**config.mk**
```make
export PLATFORM = sky130hd
export DESIGN_NAME = m68k_bus_seq
export DESIGN_NICKNAME = d
export VERILOG_FILES = /design/src/rtl/m68k_bus_seq.sv
export SDC_FILE = /design/constraint.sdc
export NUM_CORES = 1
export LEC_CHECK = 0
export BUFFER_PORTS_ARGS = -buffer_cell sky130_fd_sc_hd__clkbuf_2
export CAP_MARGIN = 10
export CORE_MARGIN = 3
export CORE_UTILIZATION = 25
export CTS_BUF_LIST = sky130_fd_sc_hd__clkbuf_8
export DETAILED_ROUTE_END_ITERATION = 10
export GPL_ROUTABILITY_DRIVEN = 0
export PLACE_DENSITY = 0.53
export SETUP_SLACK_MARGIN = 0.02
export SYNTH_ARGS = -nofsm -noshare
export SYNTH_HDL_FRONTEND = slang
export SYNTH_SLANG_ARGS = --single-unit
```
**constraint.sdc**
```tcl
create_clock -name clk40 -period 2.6 [get_ports clk40]
set_input_delay 0.26 -clock clk40 [delete_from_list [all_inputs] [get_ports clk40]]
set_output_delay 0.26 -clock clk40 [all_outputs]
set_load 0.01 [all_outputs]
```
**src/rtl/m68k_bus_seq.sv**
```systemverilog
// 68010-style bus-cycle sequencer: turns one CPU transfer request into an
// AS/UDS/LDS/R_W handshake, terminated by DTACK, BERR or a watchdog timeout.
module m68k_bus_seq #(
  parameter int unsigned TIMEOUT_CYCLES = 64
) (
  input  logic        clk40,
  input  logic        reset_n,
  input  logic        req,
  output logic        ready,
  input  logic [23:0] req_addr,
  input  logic [2:0]  req_fc,
  input  logic        req_rw,
  input  logic        req_byte,
  input  logic [15:0] req_wdata,
  output logic        done,
  output logic [15:0] rdata,
  output logic        berr,
  output logic        aerr,
  output logic [22:0] a,
  output logic [2:0]  fc,
  output logic        as_n,
  output logic        uds_n,
  output logic        lds_n,
  output logic        rw,
  output logic [15:0] d_out,
  output logic        d_oe,
  input  logic [15:0] d_in,
  input  logic        dtack_n,
  input  logic        berr_n
);

  localparam int unsigned WD_W = $clog2(TIMEOUT_CYCLES) + 1;

  typedef enum logic [2:0] {
    S_IDLE, S_ADDR, S_ASRT, S_DATA, S_STRB, S_WAIT, S_LATCH, S_END
  } state_e;

  state_e          state_q;
  logic            ready_q, done_q, berr_q, aerr_q;
  logic [15:0]     rdata_q, d_out_q, wdata_q;
  logic [22:0]     a_q;
  logic [2:0]      fc_q;
  logic            as_n_q, uds_n_q, lds_n_q, rw_q, d_oe_q;
  logic            uds_en_q, lds_en_q;
  logic [WD_W-1:0] wd_q, wd_d;

  always_comb wd_d = wd_q + WD_W'(1);

  // Each case arm sets the outputs that become visible in the *next* state.
  always_ff @(posedge clk40 or negedge reset_n) begin
    if (!reset_n) begin
      state_q  <= S_IDLE;
      ready_q  <= 1'b1;
      done_q   <= 1'b0;
      berr_q   <= 1'b0;
      aerr_q   <= 1'b0;
      rdata_q  <= '0;
      d_out_q  <= '0;
      wdata_q  <= '0;
      a_q      <= '0;
      fc_q     <= '0;
      as_n_q   <= 1'b1;
      uds_n_q  <= 1'b1;
      lds_n_q  <= 1'b1;
      rw_q     <= 1'b1;
      d_oe_q   <= 1'b0;
      uds_en_q <= 1'b0;
      lds_en_q <= 1'b0;
      wd_q     <= '0;
    end else begin
      done_q <= 1'b0;
      case (state_q)
        S_IDLE: begin
          if (req) begin
            ready_q <= 1'b0;
            if (!req_byte && req_addr[0]) begin
              done_q  <= 1'b1;
              aerr_q  <= 1'b1;
              berr_q  <= 1'b0;
              state_q <= S_END;
            end else begin
              a_q      <= req_addr[23:1];
              fc_q     <= req_fc;
              rw_q     <= req_rw;
              uds_en_q <= !req_byte || !req_addr[0];
              lds_en_q <= !req_byte ||  req_addr[0];
              wdata_q  <= req_byte ? {2{req_wdata[7:0]}} : req_wdata;
              state_q  <= S_ADDR;
            end
          end
        end
        S_ADDR: begin
          as_n_q <= 1'b0;
          if (rw_q) begin
            uds_n_q <= !uds_en_q;
            lds_n_q <= !lds_en_q;
          end
          state_q <= S_ASRT;
        end
        S_ASRT: begin
          if (rw_q) begin
            wd_q    <= '0;
            state_q <= S_WAIT;
          end else begin
            d_oe_q  <= 1'b1;
            d_out_q <= wdata_q;
            state_q <= S_DATA;
          end
        end
        S_DATA: begin
          uds_n_q <= !uds_en_q;
          lds_n_q <= !lds_en_q;
          state_q <= S_STRB;
        end
        S_STRB: begin
          wd_q    <= '0;
          state_q <= S_WAIT;
        end
        S_WAIT: begin
          if (!berr_n || (dtack_n && wd_q == WD_W'(TIMEOUT_CYCLES - 1))) begin
            as_n_q  <= 1'b1;
            uds_n_q <= 1'b1;
            lds_n_q <= 1'b1;
            done_q  <= 1'b1;
            berr_q  <= 1'b1;
            aerr_q  <= 1'b0;
            state_q <= S_END;
          end else if (!dtack_n) begin
            state_q <= S_LATCH;
          end else begin
            wd_q <= wd_d;
          end
        end
        S_LATCH: begin
          if (rw_q) rdata_q <= d_in;
          as_n_q  <= 1'b1;
          uds_n_q <= 1'b1;
          lds_n_q <= 1'b1;
          done_q  <= 1'b1;
          berr_q  <= 1'b0;
          aerr_q  <= 1'b0;
          state_q <= S_END;
        end
        S_END: begin
          ready_q <= 1'b1;
          d_oe_q  <= 1'b0;
          rw_q    <= 1'b1;
          state_q <= S_IDLE;
        end
        default: state_q <= S_IDLE;
      endcase
    end
  end

  assign ready = ready_q;
  assign done  = done_q;
  assign rdata = rdata_q;
  assign berr  = berr_q;
  assign aerr  = aerr_q;
  assign a     = a_q;
  assign fc    = fc_q;
  assign as_n  = as_n_q;
  assign uds_n = uds_n_q;
  assign lds_n = lds_n_q;
  assign rw    = rw_q;
  assign d_out = d_out_q;
  assign d_oe  = d_oe_q;

endmodule

```
==> results of run 1 <==
[metrics by stage]
stage	total power, µW	setup WS (ns)	utilization, %	cells	hold slack (ns)
2_1_floorplan	3790	0.974	-	292	-0.0356
3_3_place_gp	4520	0.681	31.6	624	0.339
3_5_place_dp	4580	0.633	31.6	624	0.349
4_1_cts	5660	0.626	33.0	640	0.0823
5_1_grt	5980	0.451	33.0	640	0.0876
6_report	5540	0.628	33.0	640	0.125
[repair_timing]
item                      4_1_cts  5_1_grt
buffers inserted                0        0
hold endpoints to repair       45        0
hold buffers                    1        0
[layout make-up]
type | instances | area share, %
Inverter | 3 | 0.222
Timing Repair Buffer | 137 | 14.1
Tap cell | 211 | 5.21
Sequential cell | 95 | 47.0
Multi-Input combinational cell | 179 | 29.3
Clock inverter | 6 | 1.70
Clock buffer | 9 | 2.44
[flip-flops by register name (all words and copies together) (netlist names), 3 cells and up]
signal	cells
wd_q	7
fc	3
a	23
wdata_q	16
d_out	16
state_q	3
rdata	16
[metal layers]
metal	wire length, µm	GRT usage [%]
met1	3640	12.4
met2	4450	17.8
met3	518	4.01
met4	132	3.85
met5	0	0
[report_power, final]
part	switching [µW]	leakage (µW)	internal, µW
Clock	501	0.000105	534
Sequential	438	0.00118	2140
Combinational	915	0.00119	1010
[cells by family after synthesis]
group | after synthesis
flip-flops | 95
XOR/XNOR | 3
AND/OR/NAND/NOR | 57
buffers and inverters | 18
adder cells (fa/ha/maj) | 1
multiplexers | 76
AO/OA/AOI/OAI | 42
[worst reg2reg max path: stages (launching register included)]
cell,delay [ns]
dfrtp_1,0.75
nor3_4,0.11
nand3_2,0.10
buf_4,0.47
mux2_2,0.43
[placed cells by master (no fill, tap or decap), drive strengths merged, types with 3 or more instances in the layout]
master,netlist,routed
nor2,6,6
inv,3,3
a21o,3,3
nand3b,4,4
mux2i,8,8
clkbuf,6,140
o21ai,19,19
a21oi,5,5
dfrtp,90,90
nand2,21,21
nand3,11,11
dfstp,5,5
mux2,68,68
clkinv,0,3
buf,9,5
[worst max-delay path by stage]
stage,to
2_1_floorplan,d_out[10]$_DFFE_PN0P_
3_3_place_gp,a[7]$_DFFE_PN0P_
3_5_place_dp,a[0]$_DFFE_PN0P_
4_1_cts,a[0]$_DFFE_PN0P_
5_1_grt,a[0]$_DFFE_PN0P_
6_report,a[8]$_DFFE_PN0P_
==> out/qor.yml, run 1 <==
stdcell_area_um2: 5070
row_count: 45
status: "complete, no violations"
skew_ns: 0.0109
ant_nets: 0
die_x_um: 132
synth_xor_area_share_pct: 0.662
firstDrtPassIters: 4
synth-seq-cells: 95
ys_seq_area_share_pct: 60.1
worst-endpoint-required_ns: 2.85
finalCriticalPeriod_ns: 1.97
yosys-mux-area-fraction_pct: 21.3
chipHeight_um: 132
io_pins: 133
grt_pass1_vias: 2979
clk_root_buffer_cell: "clkbuf_8"
ir_drop_mv: 0.409
antenna_found_initial: 0
drc: 0
critPathTopFamily: "flip-flops"
syn_area_um2: 3970
initial_core_util_pct: 25.8
crit_slowest_cell: "dfrtp_1"
grt_pass1_wl_um: 14900
synth_area_leaders: "dfrtp_1 57%, mux2_2 19%, dfstp_2 3.3%, o21ai_0 2.3%, mux2i_1 2.0%"
ys_async_sr_fraction_pct: 100
final-setup-viol-count: 0
min-delay-path-class: "input port to flip-flop"
yosys_warnings: 0
synth_nets: 359
min-delay-start: "d_in[8]"
critPathLaunch: "state_q[2]$_DFFE_PN0P_"
register_area_um2: 2380
ys_types: 48
wire_per_inst_um: 13.7
syn_area_per_cell_um2: 13.6
n_antenna_cell: 0
portBuffers: 132
dp_hpwl_um: 6400
timing.critical_path.buf_inv: 1
rsz0062_at_grt: "false"
yosys.area_share.simple_pct: 8.49
worstMarginPinSlew_ns: 0.652
clk_latency_ns: 0.36
fill_cells: 1584
clockBufferDepth: 2
worstRegToRegCells: 4
synth_common_cells: "90 x dfrtp_1, 68 x mux2_2, 21 x nand2_1"
dieArea_um2: 17400
critPathLaunchType: "flip-flop"
area_growth_pct: 27.9
cts_tree: "built"
cts_resized: 0
synth-main-ff-cell: "dfrtp_1"
vias_per_cell: 4.26
coreArea_um2: 15400
r2r_start: "state_q[2]$_DFFE_PN0P_"
synth_edf_count: 0
numCtsBuffers: 9
synthCells: 292
max-cap-violations: 0
dpl-instance-area_um2: 4850
synth_top_area_share_pct: 56.8
h-tree-depth: 3
end_kind: "flip-flop"
dr_total_vias: 2725
worstPathCellList: "nor3_4 -> nand3_2 -> buf_4 -> mux2_2"
grt_overflow: 0
max_freq_ghz: 0.507
grtUsageTotal_pct: 10.6
synth_compound_area_share_pct: 6.69
drive_above_1_share_pct: 54.5
crit_fanout: 50
slew_violations: 0
wirelength_um: 8750
cp.arrival_ns: 2.22
cp.depth: 4
drt_iter0_drc: 83
timing.final.crit_share_pct: 75.8
reg2reg_to: "a[8]$_DFFE_PN0P_"
hold_depth: 2
numClockSinks: 95
finalNetCount: 492
power_density_nw_per_um2: 1090
max_stage_delay_ns: 0.75
worstSetupPathType: "flip-flop to flip-flop"
final_hold_viol_count: 0
clkTransAtPathRegs_ns: 0.09
multi_input_area_um2: 1490
tns_ns: 0
synth_most_common_cell: "dfrtp_1"
p_leak_uw: 0.00248
max-slew-margin-rel_pct: 56.5
r2r_slack_ns: 0.63
synth_top_cell_by_area: "dfrtp_1"
synth_top_family_by_area: "multiplexers"
synthAdderAreaFrac_pct: 0.315
holdPathEnd: "rdata[8]$_DFFE_PN0P_"
grt_max_degree: 51
Note: power is estimated with default switching activity, not from simulation.
==> run 2, diff against run 1 <==
- PLACE_DENSITY: 0.53 -> 0.55
- clock period: 2.6 -> 1.8 ns (I/O delays scaled with it)
==> run 2 against run 1 <==
  * Die area did not move
  * Sequential power rose by 42%
  * Largest cell class unchanged
  * Critical endpoint is now uds_n$_DFFE_PN1P_
  * Critical path depth did not move
  * Hold slack got worse by 0.082 ns
  * Non-clock buffer count rose by 7
  * Fmax rose by 18%
  * Final area rose by 1.2%
  * Combinational power rose by 56%
==> out/qor.yml, run 2 (synthesis results as in run 1) <==
clk_root_buffer_cell: "clkbuf_8"
ir_drop_mv: 0.490
dr_total_vias: 2786
chipHeight_um: 132
grt_overflow: 0
critPathTopFamily: "flip-flops"
crit_slowest_cell: "dfrtp_1"
grt_pass1_vias: 3001
max_stage_delay_ns: 0.44
crit_fanout: 9
drive_above_1_share_pct: 55.6
place_inst: 631
p_clk_share_pct: 16.8
timing.critical_path.buf_inv: 1
h-tree-depth: 3
internal-power_uw: 5180
power_density_nw_per_um2: 1560
largest_reg_flops: 23
initial_core_util_pct: 25.8
clk_latency_ns: 0.36
cts_tree: "built"
cp.arrival_ns: 1.97
cp.depth: 4
end_kind: "flip-flop"
numCtsBuffers: 9
coreArea_um2: 15400
worstPathCellList: "buf_4 -> or2_2 -> o221ai_1 -> mux2_2"
final-setup-viol-count: 0
slew_violations: 0
max-slew-margin-rel_pct: 70.6
final_common_cell: "clkbuf_2"
row_count: 45
dp_hpwl_um: 6890
worst-endpoint-required_ns: 2.09
finalNetCount: 499
layout_common_cells: "131 x clkbuf_2, 89 x dfrtp_1, 68 x mux2_2"
max-cap-violations: 0
combPwrFrac_pct: 37.5
worstRegToRegCells: 4
wirelength_um: 9050
p_leak_uw: 0.00251
clkTransAtPathRegs_ns: 0.10
antenna_found_initial: 0
grt_pass1_wl_um: 15400
finalCriticalPeriod_ns: 1.68
swShare_pct: 35.5
fin_cells: 648
multi_input_area_um2: 1490
numClockSinks: 95
skew_ns: 0.00808
ant_nets: 0
fin_hold_ws_ns: 0.0425
final_hold_viol_count: 0
drt_iter0_drc: 137
io_pins: 133
min-delay-path-class: "input port to flip-flop"
vias_per_cell: 4.30
post_cts_buffers: 0
hold_depth: 2
firstDrtPassIters: 4
register_area_um2: 2380
worstSetupPathType: "flip-flop to flip-flop"
die_x_um: 132
rsz0062_at_grt: "false"
timing.final.crit_share_pct: 93.1
dieArea_um2: 17400
worstMarginPinSlew_ns: 0.441
portBuffers: 132
status: "complete, no violations"
critPathLaunchType: "flip-flop"
max_freq_ghz: 0.597
n_antenna_cell: 0
grtUsageTotal_pct: 11.0
clockBufferDepth: 2
area_growth_pct: 29.4
tns_ns: 0
grt_max_degree: 51
fill_cells: 1578
switching_power_uw: 2850
wire_per_inst_um: 14.0
drc: 0
seqPwrFrac_pct: 45.7
run 2: cell types whose count changed in the layout (fill, tap and decap cells not counted):
cell and change:
inv_8 +1, dfrtp_2 +1, dfrtp_1 -1, nand3_4 +1, o21ai_0 -1, bufinv_16 -2
buf_4 +5, buf_12 +2, clkinv_2 -2, o21ai_1 +1, clkinv_4 +1, inv_6 +3
nand3_2 -1
run 2: worst reg2reg max path, cell delays in order (launching register included):
cell	delay (ns)
dfrtp_1	0.44
buf_4	0.18
or2_2	0.34
o221ai_1	0.27
mux2_2	0.37
run 2: final timing paths:
path / end / start / slack [ns]
worst max-delay path: uds_n$_DFFE_PN1P_ / state_q[1]$_DFFE_PN0P_ / 0.12
max in group asynchronous: ready$_DFFE_PN1P_ / reset_n / 0.86
min in group asynchronous: d_out[12]$_DFFE_PN0P_ / reset_n / 0.29
worst max register to register: uds_n$_DFFE_PN1P_ / state_q[1]$_DFFE_PN0P_ / 0.12
worst min-delay path: a[17]$_DFFE_PN0P_ / req_addr[18] / 0.04
worst min register to register: ready$_DFFE_PN1P_ / ready$_DFFE_PN1P_ / 0.47
run 2: timing repair:
item,CTS,global route
setup endpoints to repair,0,19
endpoints found under the hold margin,29,0
gates resized for setup,0,3
hold buffers,1,0
run 2: final cells by class:
| class | instances | area share (%) |
|---|---|---|
| sequential | 95 | 46.5 |
| multi-input combinational | 179 | 29.1 |
| timing repair buffer | 144 | 15.5 |
| tap | 211 | 5.14 |
| clock buffer | 9 | 2.41 |
| clock inverter | 7 | 1.22 |
| inverter | 3 | 0.219 |
run 2: power groups by stage:
stage          logic, µW  registers (µW)  clock network [µW]
3_3_place_gp        2980            3670                   0
3_5_place_dp        3040            3720                   0
2_1_floorplan       1630            3850                   0
6_report            3010            3670                1350
5_1_grt             3320            3800                1530
4_1_cts             3050            3680                1430
run 2: layer usage:
metal  vias to the layer above  routed length [µm]  global-route usage (%)
met5                         -                   0                       0
met1                      1380                3820                    13.0
met3                        10                 544                    3.85
li1                       1318                   -                       -
met4                         0                 125                    3.56
met2                        78                4560                    18.6
run 2: metrics by stage:
stage          worst slack (ns)  cell area (µm²)  utilization [%]  total power (µW)
2_1_floorplan             0.174             3970                -              5480
3_3_place_gp              0.156             4930             32.1              6650
3_5_place_dp             0.0522             4930             32.1              6770
4_1_cts                  0.0309             5120             33.3              8160
5_1_grt                  0.0221             5130             33.4              8660
6_report                  0.125             5130             33.4              8030
